===== src/rtl/tour_cmd_sequencer_pkg.sv =====
// ---------------------------------------------------------------------------
// tour_cmd_sequencer_pkg
//   Shared definitions for the Knight command replay engine:
//   - POS_ACK_DEF : default positive acknowledge byte returned by the Knight
//   - CAL_OPCODE  : opcode (cmd[15:12]) of a calibrate command
//   - TIMER_W     : width of the per-command response timer
//   - state_t     : replay FSM states
//   - is_cal_cmd  : true when a command word carries the calibrate opcode
// ---------------------------------------------------------------------------
package tour_cmd_sequencer_pkg;

  localparam logic [7:0]  POS_ACK_DEF = 8'hA5;
  localparam logic [3:0]  CAL_OPCODE  = 4'h0;
  localparam int unsigned TIMER_W     = 26;

  typedef enum logic [2:0] {
    IDLE,
    SEND,
    WAIT_SNT,
    WAIT_RESP,
    CHECK,
    FINISH
  } state_t;

  function automatic logic is_cal_cmd(input logic [15:0] c);
    return c[15:12] == CAL_OPCODE;
  endfunction

endpackage


===== src/rtl/tour_cmd_sequencer_cmd_buf.sv =====
// ---------------------------------------------------------------------------
// tour_cmd_sequencer_cmd_buf
//   DEPTH x 16 command store with one write port (append at the tail) and
//   one combinational read port, plus fill count and sticky overflow flag.
//   Ports:
//     clk, rst  : clock, asynchronous active-high reset
//     wr_en     : append wr_data (dropped and ovf set when full)
//     wr_data   : command word to append
//     clr       : empty the buffer and clear ovf (wins over wr_en)
//     rd_idx    : read address
//     rd_data   : entry at rd_idx
//     count     : number of stored entries (0..DEPTH)
//     ovf       : sticky, a write was attempted while full
//   The caller is responsible for gating wr_en/clr to the idle state.
// ---------------------------------------------------------------------------
module tour_cmd_sequencer_cmd_buf
  import tour_cmd_sequencer_pkg::*;
#(
  parameter int unsigned DEPTH = 16
) (
  input  logic                       clk,
  input  logic                       rst,
  input  logic                       wr_en,
  input  logic [15:0]                wr_data,
  input  logic                       clr,
  input  logic [$clog2(DEPTH)-1:0]   rd_idx,
  output logic [15:0]                rd_data,
  output logic [$clog2(DEPTH+1)-1:0] count,
  output logic                       ovf
);

  localparam int unsigned CW = $clog2(DEPTH + 1);
  localparam int unsigned IW = $clog2(DEPTH);

  logic [15:0]   mem_q [DEPTH];
  logic [CW-1:0] count_q, count_d;
  logic          ovf_q, ovf_d;
  logic          full;

  assign full = (count_q == CW'(DEPTH));

  always_comb begin
    count_d = count_q;
    ovf_d   = ovf_q;
    if (clr) begin
      count_d = '0;
      ovf_d   = 1'b0;
    end else if (wr_en) begin
      if (full) ovf_d = 1'b1;
      else      count_d = count_q + CW'(1);
    end
  end

  always_ff @(posedge clk or posedge rst) begin
    if (rst) begin
      count_q <= '0;
      ovf_q   <= 1'b0;
    end else begin
      count_q <= count_d;
      ovf_q   <= ovf_d;
    end
  end

  // Contents are don't-care after reset, so the array carries no reset.
  always_ff @(posedge clk) begin
    if (wr_en && !clr && !full) mem_q[count_q[IW-1:0]] <= wr_data;
  end

  assign rd_data = mem_q[rd_idx];
  assign count   = count_q;
  assign ovf     = ovf_q;

endmodule


===== src/rtl/tour_cmd_sequencer.sv =====
// ---------------------------------------------------------------------------
// tour_cmd_sequencer
//   Replays a stored script of 16-bit Knight commands through RemoteComm.
//   Each command is strobed out, then the engine waits for cmd_snt and a
//   response byte, checks it against POS_ACK and enforces a per-command
//   timeout (shorter for calibrate commands). STOP_ON_ERR selects whether
//   the first error ends the replay or is only counted.
//   Ports:
//     clk, rst              : clock, asynchronous active-high reset
//     wr_en, wr_cmd         : append a command (idle only)
//     clr                   : empty the script (idle only, beats start/wr_en)
//     start                 : replay from entry 0 (idle only, beats wr_en)
//     abort                 : end a running replay with pass=0
//     cmd, snd_cmd          : command word and one-cycle send strobe
//     cmd_snt               : RemoteComm finished sending cmd
//     resp_rdy, resp        : response byte strobe and value
//     busy                  : replay in progress
//     done                  : one-cycle pulse when a replay ends
//     pass                  : sticky result of the last replay
//     err_cnt               : errors seen in the last replay (saturating)
//     cmd_idx               : current / last issued entry
//     count                 : entries stored
//     ovf                   : sticky, write attempted while full
// ---------------------------------------------------------------------------
module tour_cmd_sequencer
  import tour_cmd_sequencer_pkg::*;
#(
  parameter int unsigned          DEPTH        = 16,
  parameter logic [TIMER_W-1:0]   TIMEOUT_CLKS = 26'd40_000_000,
  parameter logic [TIMER_W-1:0]   CAL_TIMEOUT  = 26'd1_000_000,
  parameter logic                 STOP_ON_ERR  = 1'b1,
  parameter logic [7:0]           POS_ACK      = POS_ACK_DEF
) (
  input  logic                       clk,
  input  logic                       rst,
  input  logic                       wr_en,
  input  logic [15:0]                wr_cmd,
  input  logic                       clr,
  input  logic                       start,
  input  logic                       abort,
  output logic [15:0]                cmd,
  output logic                       snd_cmd,
  input  logic                       cmd_snt,
  input  logic                       resp_rdy,
  input  logic [7:0]                 resp,
  output logic                       busy,
  output logic                       done,
  output logic                       pass,
  output logic [$clog2(DEPTH+1)-1:0] err_cnt,
  output logic [$clog2(DEPTH)-1:0]   cmd_idx,
  output logic [$clog2(DEPTH+1)-1:0] count,
  output logic                       ovf
);

  localparam int unsigned CW = $clog2(DEPTH + 1);
  localparam int unsigned IW = $clog2(DEPTH);

  state_t               state_q;
  logic [15:0]          cmd_q;
  logic                 snd_q;
  logic                 busy_q;
  logic                 done_q;
  logic                 pass_q;
  logic                 aborted_q;
  logic                 timeout_q;
  logic                 resp_vld_q;
  logic [7:0]           resp_q;
  logic [CW-1:0]        err_q;
  logic [IW-1:0]        idx_q;
  logic [TIMER_W-1:0]   timer_q;

  logic [15:0]          buf_rd;
  logic [CW-1:0]        buf_count;
  logic                 buf_ovf;
  logic                 buf_wr;
  logic                 buf_clr;
  logic                 idle;
  logic                 in_replay;
  logic                 resp_err;
  logic                 last_entry;
  logic                 expired;

  assign idle       = (state_q == IDLE);
  assign buf_clr    = idle && clr;
  assign buf_wr     = idle && wr_en && !clr && !start;
  assign in_replay  = state_q inside {SEND, WAIT_SNT, WAIT_RESP, CHECK};
  assign resp_err   = timeout_q || (resp_q != POS_ACK);
  assign last_entry = (CW'(idx_q) == (buf_count - CW'(1)));
  assign expired    = (timer_q == '0);

  tour_cmd_sequencer_cmd_buf #(
    .DEPTH (DEPTH)
  ) u_cmd_buf (
    .clk     (clk),
    .rst     (rst),
    .wr_en   (buf_wr),
    .wr_data (wr_cmd),
    .clr     (buf_clr),
    .rd_idx  (idx_q),
    .rd_data (buf_rd),
    .count   (buf_count),
    .ovf     (buf_ovf)
  );

  always_ff @(posedge clk or posedge rst) begin
    if (rst) begin
      state_q    <= IDLE;
      cmd_q      <= '0;
      snd_q      <= 1'b0;
      busy_q     <= 1'b0;
      done_q     <= 1'b0;
      pass_q     <= 1'b0;
      aborted_q  <= 1'b0;
      timeout_q  <= 1'b0;
      resp_vld_q <= 1'b0;
      resp_q     <= '0;
      err_q      <= '0;
      idx_q      <= '0;
      timer_q    <= '0;
    end else begin
      snd_q  <= 1'b0;
      done_q <= 1'b0;
      // Abort pre-empts every replay state, including a response arriving
      // in the same cycle, and suppresses any pending send strobe.
      if (abort && in_replay) begin
        aborted_q <= 1'b1;
        state_q   <= FINISH;
      end else begin
        case (state_q)
          IDLE: begin
            if (start && !clr) begin
              err_q     <= '0;
              idx_q     <= '0;
              aborted_q <= 1'b0;
              if (buf_count == '0) begin
                state_q <= FINISH;
              end else begin
                busy_q  <= 1'b1;
                state_q <= SEND;
              end
            end
          end
          SEND: begin
            cmd_q      <= buf_rd;
            snd_q      <= 1'b1;
            timer_q    <= is_cal_cmd(buf_rd) ? CAL_TIMEOUT : TIMEOUT_CLKS;
            resp_vld_q <= 1'b0;
            timeout_q  <= 1'b0;
            state_q    <= WAIT_SNT;
          end
          WAIT_SNT: begin
            // An early response is held so WAIT_RESP can consume it.
            if (resp_rdy && !resp_vld_q) begin
              resp_q     <= resp;
              resp_vld_q <= 1'b1;
            end
            if (expired) begin
              if (!resp_vld_q && !resp_rdy) timeout_q <= 1'b1;
              state_q <= CHECK;
            end else begin
              timer_q <= timer_q - TIMER_W'(1);
              if (cmd_snt) state_q <= WAIT_RESP;
            end
          end
          WAIT_RESP: begin
            if (resp_vld_q) begin
              state_q <= CHECK;
            end else if (resp_rdy) begin
              resp_q  <= resp;
              state_q <= CHECK;
            end else if (expired) begin
              timeout_q <= 1'b1;
              state_q   <= CHECK;
            end else begin
              timer_q <= timer_q - TIMER_W'(1);
            end
          end
          CHECK: begin
            if (resp_err && (err_q != '1)) err_q <= err_q + CW'(1);
            if ((resp_err && STOP_ON_ERR) || last_entry) begin
              state_q <= FINISH;
            end else begin
              idx_q   <= idx_q + IW'(1);
              state_q <= SEND;
            end
          end
          FINISH: begin
            done_q  <= 1'b1;
            busy_q  <= 1'b0;
            pass_q  <= (err_q == '0) && !aborted_q;
            state_q <= IDLE;
          end
          default: state_q <= IDLE;
        endcase
      end
    end
  end

  assign cmd     = cmd_q;
  assign snd_cmd = snd_q;
  assign busy    = busy_q;
  assign done    = done_q;
  assign pass    = pass_q;
  assign err_cnt = err_q;
  assign cmd_idx = idx_q;
  assign count   = buf_count;
  assign ovf     = buf_ovf;

endmodule


===== config.mk =====
export PLATFORM = sky130hd
export DESIGN_NAME = tour_cmd_sequencer
export DESIGN_NICKNAME = d
export VERILOG_FILES = /design/src/rtl/tour_cmd_sequencer_pkg.sv /design/src/rtl/tour_cmd_sequencer_cmd_buf.sv /design/src/rtl/tour_cmd_sequencer.sv
export SDC_FILE = /design/constraint.sdc
export NUM_CORES = 1
export LEC_CHECK = 0
export ABC_AREA = 0
export CAP_MARGIN = 15
export CORE_MARGIN = 2
export CORE_UTILIZATION = 28
export CTS_CLUSTER_SIZE = 24
export DETAILED_ROUTE_END_ITERATION = 8
export HOLD_SLACK_MARGIN = 0.03
export SLEW_MARGIN = 40
export SYNTH_ARGS = -nofsm -noshare
export SYNTH_HDL_FRONTEND = slang
export SYNTH_SLANG_ARGS = --single-unit

===== constraint.sdc =====
create_clock -name clk -period 5.1 [get_ports clk]
set_clock_uncertainty 0.15 [all_clocks]
set_input_delay 1.53 -clock clk [delete_from_list [all_inputs] [get_ports clk]]
set_output_delay 1.53 -clock clk [all_outputs]
set_load 0.02 [all_outputs]

======== Yosys cells after proc, flatten, opt, wreduce, memory -nomap -nowiden ========
Memories as Yosys holds them, arrays and structs flattened.
Cells that the tools add are included.
operators by class
  add/sub/neg operators ................... 5
  multiply operators ...................... 0
  divide/modulo/power cells ............... 0
  magnitude comparators ................... 0
  equality and inequality tests ........... 24
  shift operators ......................... 0
  multiplexer cells ....................... 51
  bitwise operators ....................... 1
  reduce and logical (&&, ||, !) cells .... 49
operators with widths
  cell                                                                   number
  26-bit two-way mux                                                     4
  26-bit case mux with 3 select lines                                    1
  3-bit two-way mux                                                      9
  26-bit zero test                                                       1
  26-bit by 1-bit subtractor with 26-bit output (second input constant)  1
  5-bit two-way mux                                                      5
  8-bit two-way mux                                                      3
  1-bit two-way mux                                                      20
  8-bit case mux with 2 select lines                                     1
  4-bit AND reduction                                                    4
  2-bit nonzero test                                                     8
  3-bit case mux with 5 select lines                                     1
  2-bit != test (second input constant)                                  7
  1-bit logical AND                                                      12
  5-bit by 1-bit adder with 5-bit output (second input constant)         2
  5-bit zero test                                                        2
  2-bit by 1-bit != test with 1-bit output (second input constant)       5
  5-bit case mux with 2 select lines                                     1
  2-bit AND reduction                                                    5
  4-bit two-way mux                                                      2
  8-bit != test (second input constant)                                  1
  4-bit case mux with 2 select lines                                     1
  1-bit zero test                                                        7
  7-bit AND reduction                                                    1
  other kinds (21)                                                       26
storage, ports and cells
  register bits after elaboration ......... 75
  bits in latches ......................... 0
  RAM bits ................................ 256
  ROM bits ................................ 0
  logic and storage cells ................. 146
  memories ................................ 1
memory list
  name             words  width  read ports  clocked after Yosys merged registers in  write ports  line                              RTL
  u_cmd_buf.mem_q  16     16     1           0                                        1            tour_cmd_sequencer_cmd_buf.sv:35  logic [15:0] mem_q [DEPTH];

======== Logic depth before layout (Yosys ltp) ========
  depth in word-level cells ............... 8
  mapped depth ............................ 12

======== Hierarchy ========
From an unflattened synthesis, not the netlist that was laid out.
second synthesis, totals
  cell total of the unflattened synthesis .. 888
  area, all modules ....................... 13958.4 um^2
by module, submodules not included
  module                      instances  cells an instance  area an instance (um^2)  seq. area each (um^2)
  tour_cmd_sequencer_cmd_buf  1          456                10087.2                  7837.5
  tour_cmd_sequencer          1          432                3871.2                   1726.7

======== Worst setup path before layout ========
Ideal clock, no wire load.
  kind .................................... input -> register
  start ................................... input start
  end ..................................... memory u_cmd_buf.mem_q[0][0] (enable)
  library setup time ...................... 430 ps
  arrival time ............................ 3359 ps
  data required time ...................... 4520 ps
  setup slack ............................. 1161 ps
  stages on the path ...................... 2
  buffers on the path ..................... 0
  path through ............................ nand2b_1 nor4_1
on the way
  cells in the longest elaborated chain, start to end .. 6
RTL lines
  what                                     line                              RTL
  start: declaration                       tour_cmd_sequencer.sv:39          input logic start,
  1-bit zero test                          tour_cmd_sequencer.sv:85          assign buf_wr = idle && wr_en && !clr && !start;
  1-bit logical AND                        tour_cmd_sequencer.sv:85
  1-bit logical AND (2 in series)          tour_cmd_sequencer_cmd_buf.sv:66  if (wr_en && !clr && !full) mem_q[count_q[IW-1:0]] <= wr_data;
  1-bit two-way mux                        tour_cmd_sequencer_cmd_buf.sv:66
  1-bit two-way mux (not written as such)  tour_cmd_sequencer_cmd_buf.sv:66
  end: declaration                         tour_cmd_sequencer_cmd_buf.sv:35
No other way between the ends.

======== Final worst setup path ========
  start ................................... register idx_q[0] (netlist: cmd_idx[0])
  end ..................................... output cmd_idx[0]
RTL lines
  what                      line                       RTL
  start: declaration        tour_cmd_sequencer.sv:69   logic [IW-1:0] idx_q;
  start signal: assignment  tour_cmd_sequencer.sv:183  idx_q <= idx_q + IW'(1);
  end: declaration          tour_cmd_sequencer.sv:50   output logic [$clog2(DEPTH)-1:0] cmd_idx,
No word-level cell between the ends.

==> results.py <==
metrics = {
    "run_status": {
        "status": "finished clean",
    },
    "power": {
        "switching_share": 0.289,
        "power.density_mw_per_mm2": 459,
        "pwr-share-comb": 0.236,
        "leakagePower_uw": 0.00548,
        "internal_power_uw": 5480,
        "peakVddDrop_uv": 264,
        "pwr-share-seq": 0.443,
        "p_switching_uw": 2230,
        "clkPwrFrac": 0.322,
    },
    "synth": {
        "synth_seq_area_share": 0.679,
        "yosysWarnings": 0,
        "synth-edff-count": 256,
        "syn_nets": 851,
        "syn_area_per_cell_um2": 17.4,
        "ys_ff_latch": 331,
        "synthArstFlopShare": 0.227,
        "ys.flop_type": "edfxtp_1",
        "synth_area_mm2": 0.0141,
        "synth_cell_types": 78,
        "synthCells": 809,
    },
    "worst_setup_path": {
        "cp_top_family": "flip-flops",
        "start_kind": "register",
        "required_ns": 3.42,
        "crit_path_max_incr_delay_ns": 0.87,
        "cp_max_fo": 37,
        "worst-setup-path-type": "register to output port",
        "end_kind": "output port",
        "cpMaxStageDelayCell": "dfrtp_4",
        "worst-path-buf-inv": 1,
        "path_cells": "clkdlybuf4s50_1",
        "arrival_ns": 2.27,
    },
    "detailed_routing": {
        "first_pass_iters": 5,
        "drc": 0,
        "wl_per_cell_um": 20.1,
        "antenna_left": 0,
        "routed-via-count": 7682,
        "drtIter0Drc": 720,
        "drt_wl_total_um": 32000,
        "vias_per_cell": 4.81,
    },
    "cells_and_area": {
        "final_util": 0.336,
        "syn2layout_area_growth_pct": 19.3,
        "drive_above_1_share": 0.258,
        "multiInputGateArea_mm2": 0.00435,
        "post-route-cell-area_mm2": 0.0168,
        "seq_area_mm2": 0.00957,
        "fin_nets": 941,
        "fill_cells": 4748,
        "diodes": 0,
    },
    "cts": {
        "clockBufferDepth": 3,
        "cts_resized": 0,
        "post-cts-setup-buffers": 0,
        "clock-root-buffer": "clkbuf_16",
        "numCtsBuffers": 31,
        "cts_tree": "built",
        "cts_sinks": 331,
        "worstSkewPairLatency_ns": 0.59,
        "h-tree-depth": 1,
        "clk_pin_slew_worst_paths_ns": 0.06,
        "cts_hold_buf": 0,
    },
    "timing": {
        "timing.final.crit_period_ns": 3.95,
        "maxSlewHeadroom": 0.423,
        "hold_viol_final": 0,
        "fmax_mhz": 253,
        "worst_pin_slew_ns": 0.854,
        "tns_ns": 0,
        "rsz0062_at_grt": "false",
        "maxSlewViolCount": 0,
        "setup_violations": 0,
        "final.period_utilization": 0.774,
    },
    "worst_hold_path": {
        "hold_class": "register to register",
    },
    "grt": {
        "gr-total-overflow": 0,
        "grt_usage": 0.122,
        "grt_pass1_vias": 7739,
        "grt_max_degree": 61,
        "grt_antenna_before_repair": 0,
        "grt_pass1_wl_um": 48900,
    },
    "die": {
        "initial_core_util": 0.282,
        "dieWidth_um": 228,
        "num_rows": 82,
        "pin_count": 67,
        "die_h_um": 228,
        "fp.coreArea_mm2": 0.0500,
        "die_area_mm2": 0.0521,
    },
    "placement": {
        "dp_hpwl_um": 20300,
        "gp_congestion": 0.834,
        "placed_cell_area_mm2": 0.0157,
        "io_buffers": 66,
    },
    "job": {
        "drv_cap": 0,
    },
}
==> power groups by stage <==
stage | Sequential (µW) | Combinational (µW) | Clock, µW
after floorplan | 3450 | 1240 | 0
after global placement | 3470 | 1810 | 0
after detailed placement | 3470 | 1830 | 0
after CTS | 3420 | 1840 | 2530
after global routing | 3450 | 1970 | 2650
final | 3410 | 1820 | 2480
==> placed cells by master (no fill, tap or decap), types with 8 or more instances in the layout <==
cell             instances
nor4_1                   8
ha_1                    10
clkdlybuf4s50_1         66
nand3_1                 15
buf_4                   28
o21ai_0                 20
dfrtp_1                 72
mux2_2                  16
a31oi_1                  9
nand2b_1                 9
xnor2_1                 17
a21oi_1                 16
mux4_2                  80
nand2_1                 29
nor2_2                  12
edfxtp_1               256
nor2_1                  48
clkbuf_16               31
inv_1                   12
clkinv_2                 9
mux2_4                   9
or3_1                   10
nor3_1                  10
==> cell families after synthesis <==
group | after synthesis | synth area share
DFF | 331 | 0.679
and+or+nand+nor | 188 | 0.0732
muxes | 112 | 0.160
AOI/OAI and AO/OA | 94 | 0.0499
buffers and inverters | 54 | 0.0172
xor gates and xnor gates | 20 | 0.0124
adders and majority gates | 10 | 0.00888
==> cell type report <==
cell class	instances	share of cell area
sequential	331	0.569
inverter	16	0.00380
clock buffer	37	0.0493
multi-input combinational	424	0.259
clock inverter	21	0.0162
timing repair buffer	95	0.0525
tap	672	0.0500
==> synthesized netlist by cell type (3+ instances only) <==
master       n  area (µm²)
edfxtp_1   256        7690
xor2_1       3        26.3
o21ai_0     20         100
o41ai_1      3        26.3
a211oi_1     4        30.0
nand4_1      3        18.8
mux2i_1      3        30.0
ha_1        10         125
mux2_2      16         180
or2_2        5        31.3
or4_1        7        52.6
nand2_1     29         109
inv_1       13        48.8
mux2_4       9         135
and3_1       4        25.0
dfrtp_1     75        1880
buf_1        5        18.8
mux4_2      80        1800
o211a_1      3        30.0
buf_2        9        45.0
mux4_1       4         105
nor3_1      13        65.1
xnor2_1     17         149
nor4_1       9        56.3
o31ai_1      5        37.5
a21oi_1     16        80.1
nand2b_1     9        56.3
clkbuf_1    21        78.8
o21a_1       4        30.0
or3_1       10        62.6
nor2_1      60         225
nand3_1     15        75.1
a2111oi_1    3        30.0
a31oi_1      9        56.3
a2111oi_0    3        26.3
==> registers in the layout (all words and copies together) (netlist names) <==
name / count
busy: 1
pass: 1
aborted_q: 1
u_cmd_buf.ovf: 1
u_cmd_buf.mem_q: 256
err_cnt: 5
cmd: 16
state_q: 3
timeout_q: 1
u_cmd_buf.count: 5
resp_q: 8
done: 1
resp_vld_q: 1
snd_cmd: 1
cmd_idx: 4
timer_q: 26
==> per-layer routing <==
metal  vias to the layer above  global-route usage  routed length (µm)
met4                         0              0.0214                 492
li1                       3424                   -                   -
met5                         -                   0                   0
met3                        38              0.0201                1270
met1                      4062               0.169               14600
met2                       158               0.204               15600
==> path summary, 6_finish.rpt <==
check,from,to,slack (ns),depth (start not counted)
setup / recovery,cmd_idx[0]$_DFFE_PP0P_,cmd_idx[0],1.15,1
hold / removal,resp_q[5]$_DFFE_PP0P_,resp_q[5]$_DFFE_PP0P_,0.35,1
setup reg to reg,cmd_idx[0]$_DFFE_PP0P_,timer_q[12]$_DFFE_PP0P_,1.68,7
hold reg to reg,resp_q[5]$_DFFE_PP0P_,resp_q[5]$_DFFE_PP0P_,0.35,1
max in group asynchronous,rst,resp_q[3]$_DFFE_PP0P_,2.75,3
min in group asynchronous,rst,timer_q[23]$_DFFE_PP0P_,1.29,2
==> per-stage QoR <==
step / cells / power [µW] / worst slack (ns) / hold WS, ns
finish: 1596 / 7710 / 1.15 / 0.348
floorplan: 809 / 4690 / 1.16 / 0.299
global route: 1596 / 8080 / 1.02 / 0.369
CTS: 1596 / 7790 / 1.08 / 0.346
detailed placement: 1538 / 5300 / 0.673 / 0.337
global placement: 1538 / 5280 / 0.742 / 0.331
(Power assumes the default switching activity.)
